File: src/rtl/aes_round_ctrl.sv
// Iterative AES round controller: loads a block, sequences NR rounds through an external datapath, holds the ciphertext.
// Latency: out_valid rises NR edges after the accept edge, throughput one block per NR+2 cycles with out_ready tied high.
// Backpressure: in_ready only in IDLE; DONE holds out_data until out_ready. Optional abort input under `AES_ABORT_EN.
module aes_round_ctrl #(
    parameter int NR = 10
) (
    input  logic         clk,
    input  logic         rst_n,
    input  logic         in_valid,
    output logic         in_ready,
    input  logic [127:0] in_data,
    output logic [3:0]   round_idx,
    input  logic [127:0] round_key,
    output logic [127:0] round_state,
    output logic         round_last,
    input  logic [127:0] round_result,
    output logic         out_valid,
    input  logic         out_ready,
    output logic [127:0] out_data
`ifdef AES_ABORT_EN
    ,
    input  logic         abort
`endif
);

    localparam logic [3:0] NR_L = 4'(NR);

    typedef enum logic [1:0] {
        S_IDLE  = 2'b00,
        S_ROUND = 2'b01,
        S_DONE  = 2'b10
    } fsm_t;

    fsm_t         fsm_q, fsm_d;
    logic [3:0]   rnd_q, rnd_d;
    logic [127:0] state_q, state_d;
    logic         kill;

`ifdef AES_ABORT_EN
    assign kill = abort;
`else
    assign kill = 1'b0;
`endif

    always_ff @(posedge clk or negedge rst_n) begin
        if (!rst_n) begin
            fsm_q   <= S_IDLE;
            rnd_q   <= 4'd0;
            state_q <= '0;
        end else begin
            fsm_q   <= fsm_d;
            rnd_q   <= rnd_d;
            state_q <= state_d;
        end
    end

    always_comb begin
        fsm_d   = fsm_q;
        rnd_d   = rnd_q;
        state_d = state_q;
        case (fsm_q)
            S_IDLE: begin
                // Abort in IDLE suppresses the accept even with in_valid high.
                if (!kill && in_valid) begin
                    state_d = in_data ^ round_key;
                    rnd_d   = 4'd1;
                    fsm_d   = S_ROUND;
                end
            end
            S_ROUND: begin
                if (kill) begin
                    fsm_d   = S_IDLE;
                    rnd_d   = 4'd0;
                    state_d = '0;
                end else begin
                    state_d = round_result;
                    // >= keeps the counter from ever walking past NR.
                    if (rnd_q >= NR_L) begin
                        fsm_d = S_DONE;
                    end else begin
                        rnd_d = rnd_q + 4'd1;
                    end
                end
            end
            S_DONE: begin
                if (kill) begin
                    fsm_d   = S_IDLE;
                    rnd_d   = 4'd0;
                    state_d = '0;
                end else if (out_ready) begin
                    fsm_d = S_IDLE;
                    rnd_d = 4'd0;
                end
            end
            default: begin
                fsm_d   = S_IDLE;
                rnd_d   = 4'd0;
                state_d = '0;
            end
        endcase
    end

    assign in_ready    = (fsm_q == S_IDLE);
    assign out_valid   = (fsm_q == S_DONE);
    assign round_idx   = (fsm_q == S_ROUND) ? rnd_q : 4'd0;
    assign round_last  = (fsm_q == S_ROUND) && (rnd_q == NR_L);
    assign round_state = state_q;
    assign out_data    = state_q;

endmodule

File: config.mk
export PLATFORM = sky130hd
export DESIGN_NAME = aes_round_ctrl
export DESIGN_NICKNAME = d
export VERILOG_FILES = /design/src/rtl/aes_round_ctrl.sv
export SDC_FILE = /design/constraint.sdc
export NUM_CORES = 1
export LEC_CHECK = 0
export CAP_MARGIN = 15
export CORE_AREA = 10 10 243 245
export DETAILED_ROUTE_END_ITERATION = 16
export DIE_AREA = 0 0 253 255
export SLEW_MARGIN = 20
export SYNTH_ARGS = -nofsm -noshare
export SYNTH_HDL_FRONTEND = slang
export SYNTH_SLANG_ARGS = --single-unit
File: constraint.sdc
create_clock -name clk -period 1.59 [get_ports clk]
set_input_delay 0.3975 -clock clk [delete_from_list [all_inputs] [get_ports clk]]
set_output_delay 0.3975 -clock clk [all_outputs]
set_load 0.03 [all_outputs]
### Yosys cells after proc, flatten, opt, wreduce, memory -nomap -nowiden

Index checks and enable logic that the tools add are counted.

* register bits after elaboration: 134
* bits of input ports: 388
* output and inout bits: 263

* add/sub/neg operators: 1
* order comparisons: 1
* eq/ne operators: 7
* mux-type cells: 11
* bitwise gates (word level): 2
* reduce and logical (&&, ||, !) cells: 5

Operators with widths (count)
* 128-bit case mux with 3 select lines: 1
* 128-bit 2-to-1 mux: 1
* 128-bit XOR: 1
* 4-bit 2-to-1 mux: 4
* 4-bit case mux with 3 select lines: 1
* 2-bit 2-to-1 mux: 3
* 2-bit != test (second input constant): 3
* 2-bit case mux with 3 select lines: 1
* 3-bit AND reduction: 2
* 4-bit by 1-bit adder with 4-bit output (second input constant): 1
* 4-bit equality test (second input constant): 1
* 4-bit >= comparator (second input constant): 1
* 2-bit by 1-bit equality test with 1-bit output (second input constant): 1
* 2-bit equality test (second input constant): 1
* 2-bit logical NOT: 1
* 2-bit by 1-bit != test with 1-bit output (second input constant): 1
* 2-bit AND reduction: 1
* 1-bit logical AND: 1
* 1-bit NOT: 1

### Depth between registers and ports, before layout

Gate-level depths: netlist (run 1).

* depth after elaboration: 3
* depth in mapped cells: 6
* depth with buffers taken out: 5

### Worst setup path before layout (run 1)

OpenSTA, ideal clock, no wires.

* kind: reg2out
* from: register fsm_q[1]
* to: output port round_last
* arrival time: 1.609 ns
* data required time: 1.192 ns
* setup slack: -0.417 ns
* cell stages (with the launch flop): 7
* buffers on the path: 3
* path through: dfrtp_1 > buf_4 > nor2b_1 > buf_2 > buf_2 > and2_1 > and3b_1

* cells in the longest elaborated chain, start to end: 2

RTL lines
* start, declared: line 34 `fsm_t fsm_q, fsm_d;`
* start signal, assigned: line 51 `fsm_q <= fsm_d;`
* 2-bit by 1-bit equality test with 1-bit output: line 106 `assign round_last = (fsm_q == S_ROUND) && (rnd_q == NR_L);`
* 1-bit logical AND: line 106
* end, declared: line 15 `output logic round_last,`

Every way passes these cells.

### Worst setup path in the final report (run 1)

* from: register fsm_q[0]
* to: output port round_last

Same word-level chain as after synthesis.

==> results of run 1 <==
[cells in the final DEF (no fill, tap or decap), types with 2 or more instances in the layout]
| cell type | instances |
|---|---|
| buf_2 | 208 |
| and3_1 | 65 |
| buf_12 | 51 |
| buf_8 | 2 |
| clkinvlp_4 | 3 |
| clkdlybuf4s50_1 | 386 |
| buf_6 | 22 |
| o2bb2ai_1 | 2 |
| dfrtp_2 | 8 |
| nor2_4 | 60 |
| xnor2_1 | 64 |
| nor2_2 | 7 |
| clkbuf_16 | 28 |
| buf_16 | 6 |
| clkbuf_1 | 2 |
| and2_4 | 4 |
| xor2_1 | 64 |
| a221o_1 | 128 |
| clkinv_2 | 3 |
| dfrtp_1 | 126 |
| buf_4 | 30 |
| nor2_1 | 2 |
| clkdlybuf4s15_2 | 12 |
| clkbuf_8 | 3 |
| nand2_1 | 2 |
| a31oi_1 | 2 |
| o21ai_0 | 2 |
[path summary, 6_finish.rpt]
check                        startpoint      endpoint  slack (ns)  depth (start not counted)
hold / removal                    rst_n  out_data[71]        0.41                          2
hold reg to reg            out_data[75]  out_data[75]        0.54                          1
setup reg to reg               fsm_q[1]  out_data[71]       -0.19                          7
setup / recovery               fsm_q[0]    round_last       -0.34                          4
min in group clk           out_data[75]  out_data[75]        0.54                          1
max in group asynchronous         rst_n  out_data[51]        0.60                          3
[registers in the layout, indices dropped and copies added (netlist names)]
signal	cells
rnd_q	4
fsm_q	2
out_data	128
[cells by family (layout without fill, tap and decap cells)]
family,Yosys count,in the layout
flip-flops,134,134
adder cells (fa/ha/maj),2,2
AND/OR/NAND/NOR,147,147
AO/OA/AOI/OAI,142,142
other,0,1
buffers and inverters,183,763
XOR/XNOR,128,128
[power breakdown]
group | internal [mW] | switching [mW] | total (mW)
Sequential | 5.14 | 1.81 | 6.95
Clock | 2.24 | 1.59 | 3.83
Combinational | 8.55 | 12.7 | 21.3
[per-layer routing]
metal  vias to the layer above  routed length (µm)
met3                        56                3790
met2                       445               23100
li1                       3683                   -
met4                         0                1500
met5                         -                   0
met1                      4001               17800
[per-stage QoR]
step | total power [mW] | setup WS, ns
after floorplan | 19.4 | -0.136
after global placement | 28.7 | -0.389
after detailed placement | 28.9 | -0.397
after CTS | 31.0 | -0.403
after global routing | 33.6 | -0.416
final | 32.1 | -0.335
[area by class of cell]
type / instances / area (µm²) / area share [%]
antenna: 1 / 2.50 / 0.0160
clock buffer: 22 / 474 / 3.03
clock inverter: 8 / 76.3 / 0.488
inverter: 3 / 18.8 / 0.120
multi-input combinational: 419 / 3800 / 24.3
sequential: 134 / 3360 / 21.5
tap: 704 / 881 / 5.63
timing repair buffer: 730 / 7020 / 44.9
[critical path, delay by kind of cell (launching register included)]
| kind | cells | cell delay (ns) |
|---|---|---|
| buffers and inverters | 1 | 0.15 |
| DFF | 1 | 0.42 |
| and+or+nand+nor | 3 | 0.49 |
[timing repair]
| item | in CTS | in global routing |
|---|---|---|
| hold buffers | 1 | 0 |
| setup endpoints to repair | 254 | 115 |
| buffers inserted | 4 | 7 |
| hold endpoints to repair | 20 | 0 |
| cloned | 5 | 15 |
| pin swaps | 4 | 94 |
| resized for setup | 1099 | 165 |
==> flow_metrics.tcl, run 1 <==
set metrics [dict create \
    outcome "finished, violations left" \
    violations "setup timing" \
    worst_slew_pin_slew_ns 0.421 \
    core_area_um2 54400 \
    grt_pass1_wl_mm 60.4 \
    synth_area_leaders "dfrtp_1 (42%), a221o_1 (16%), buf_4 (12%)" \
    crit_chain "nor2b_4, and2_4, and3b_2, buf_12" \
    dr.pass1.iters 5 \
    max_freq_mhz 519 \
    synth_common_cells "dfrtp_1 (134), buf_4 (129), a221o_1 (128)" \
    die_h_um 255 \
    crit_required_ns 1.19 \
    yosys.area.top_type "dfrtp_1" \
    async_reset_ff_share_pct 100 \
    worstHoldPathType "input port to async pin" \
    final_cells 2021 \
    maxCapViolations 0 \
    setup_ws_ns -0.335 \
    synth_seq_cells 134 \
    design_area_um2 15600 \
    setup_viol 110 \
    synth_top_area_share_pct 42.5 \
    whs_ns 0.408 \
    drive_gt1_share_pct 34.9 \
    worstPathArrival_ns 1.53 \
    synth_cell_types 31 \
    finalClockSkew_ns 0.00631 \
    die_area_um2 64500 \
    synth_compound_area_share_pct 17.6 \
    grt_busiest_layer "met2" \
    synthMuxAreaShare_pct 0 \
    antenna_found_initial 0 \
    dpl.cell_count 1959 \
    fin_crit_ns 1.93 \
    synth_top_family_by_area "compound AO/OA/AOI/OAI gates" \
    cts_buffer_depth 2 \
    endpoint_kind "primary output" \
    drcViolationCount 0 \
    io-pin-count 651 \
    synth_ff_type "dfrtp_1" \
    drt-wirelength-per-cell_um 22.9 \
    die_w_um 253 \
    cts.htree.levels 4 \
    netlist_instances 736 \
    hpwl_mm 34.5 \
    finalHoldViolations 0 \
    syn-cell-area_um2 7890 \
    place_area_um2 14900 \
    final_core_util_pct 28.7 \
    syn_avg_cell_area_um2 10.7 \
    synth.most_common_cell "dfrtp_1" \
    cts_tree "yes" \
    relSlewSlack_pct 71.8 \
    synth_fa_ha_area_share_pct 0.317 \
    yosys.area_share.simple_pct 9.51 \
    leakage_nw 6.71 \
    initial_core_util_pct 14.5 \
    cpPeakStageDelay_ns 0.42 \
    vdd_drop_max_uv 921 \
    crit_fanout 3 \
    gp_congestion 0.904 \
    clkSlewWorstSetupHoldPaths_ns 0.06 \
    met1_usage_pct 14.3 \
    fin_nets 1695 \
    finalSetupTns_ns -13.31 \
    p_per_area_nw_per_um2 2050 \
    cp_slowest_cell "dfrtp_2" \
    syn_nets 1126 \
    grt_pass1_vias 9087 \
    cp-start-kind "register" \
    grt_overflow 0 \
    criticalPathCategory "register to primary output" \
    grt_use_met3_pct 4.49 \
    ys_seq_area_share_pct 42.5 \
    port-buffer-count 650 \
    syn2layout_area_growth_pct 98.1 \
    vias_per_cell 4.05 \
    synth_warnings 0 \
    numCtsBuffers 17 \
    insertion_delay_ns 0.46 \
    root_buffer "clkbuf_16" \
    rows 86 \
    synth_xor_area_share_pct 14.2 \
    drt_iter0_markers 375 \
    final.period_utilization_pct 121 \
    final_antenna_net_count 0 \
    slew_viol_final 0 \
    rsz0062_at_grt "true" \
    synth_edf_count 0 \
    drt-total-wl_mm 46.2 \
    cts.sink_count 134 \
    grt_util_all_layers_pct 12.8 \
    routed-via-count 8185 \
    met2_usage_pct 21.3 \
    nFillCells 5729 \
    grt_max_degree 65 \
]
(Power assumes the default switching activity.)
==> inputs of run 2 (changes only) <==
--- a/config.mk
+++ b/config.mk
@@ -5,6 +5,7 @@
 export SDC_FILE = /design/constraint.sdc
 export NUM_CORES = 1
 export LEC_CHECK = 0
+export ABC_CLOCK_PERIOD_IN_PS = 1590
 export CAP_MARGIN = 15
 export CORE_AREA = 10 10 243 245
 export DETAILED_ROUTE_END_ITERATION = 16
==> results of run 2 <==
Same layout as run 1: the final DEF is identical, and so are final timing and power.
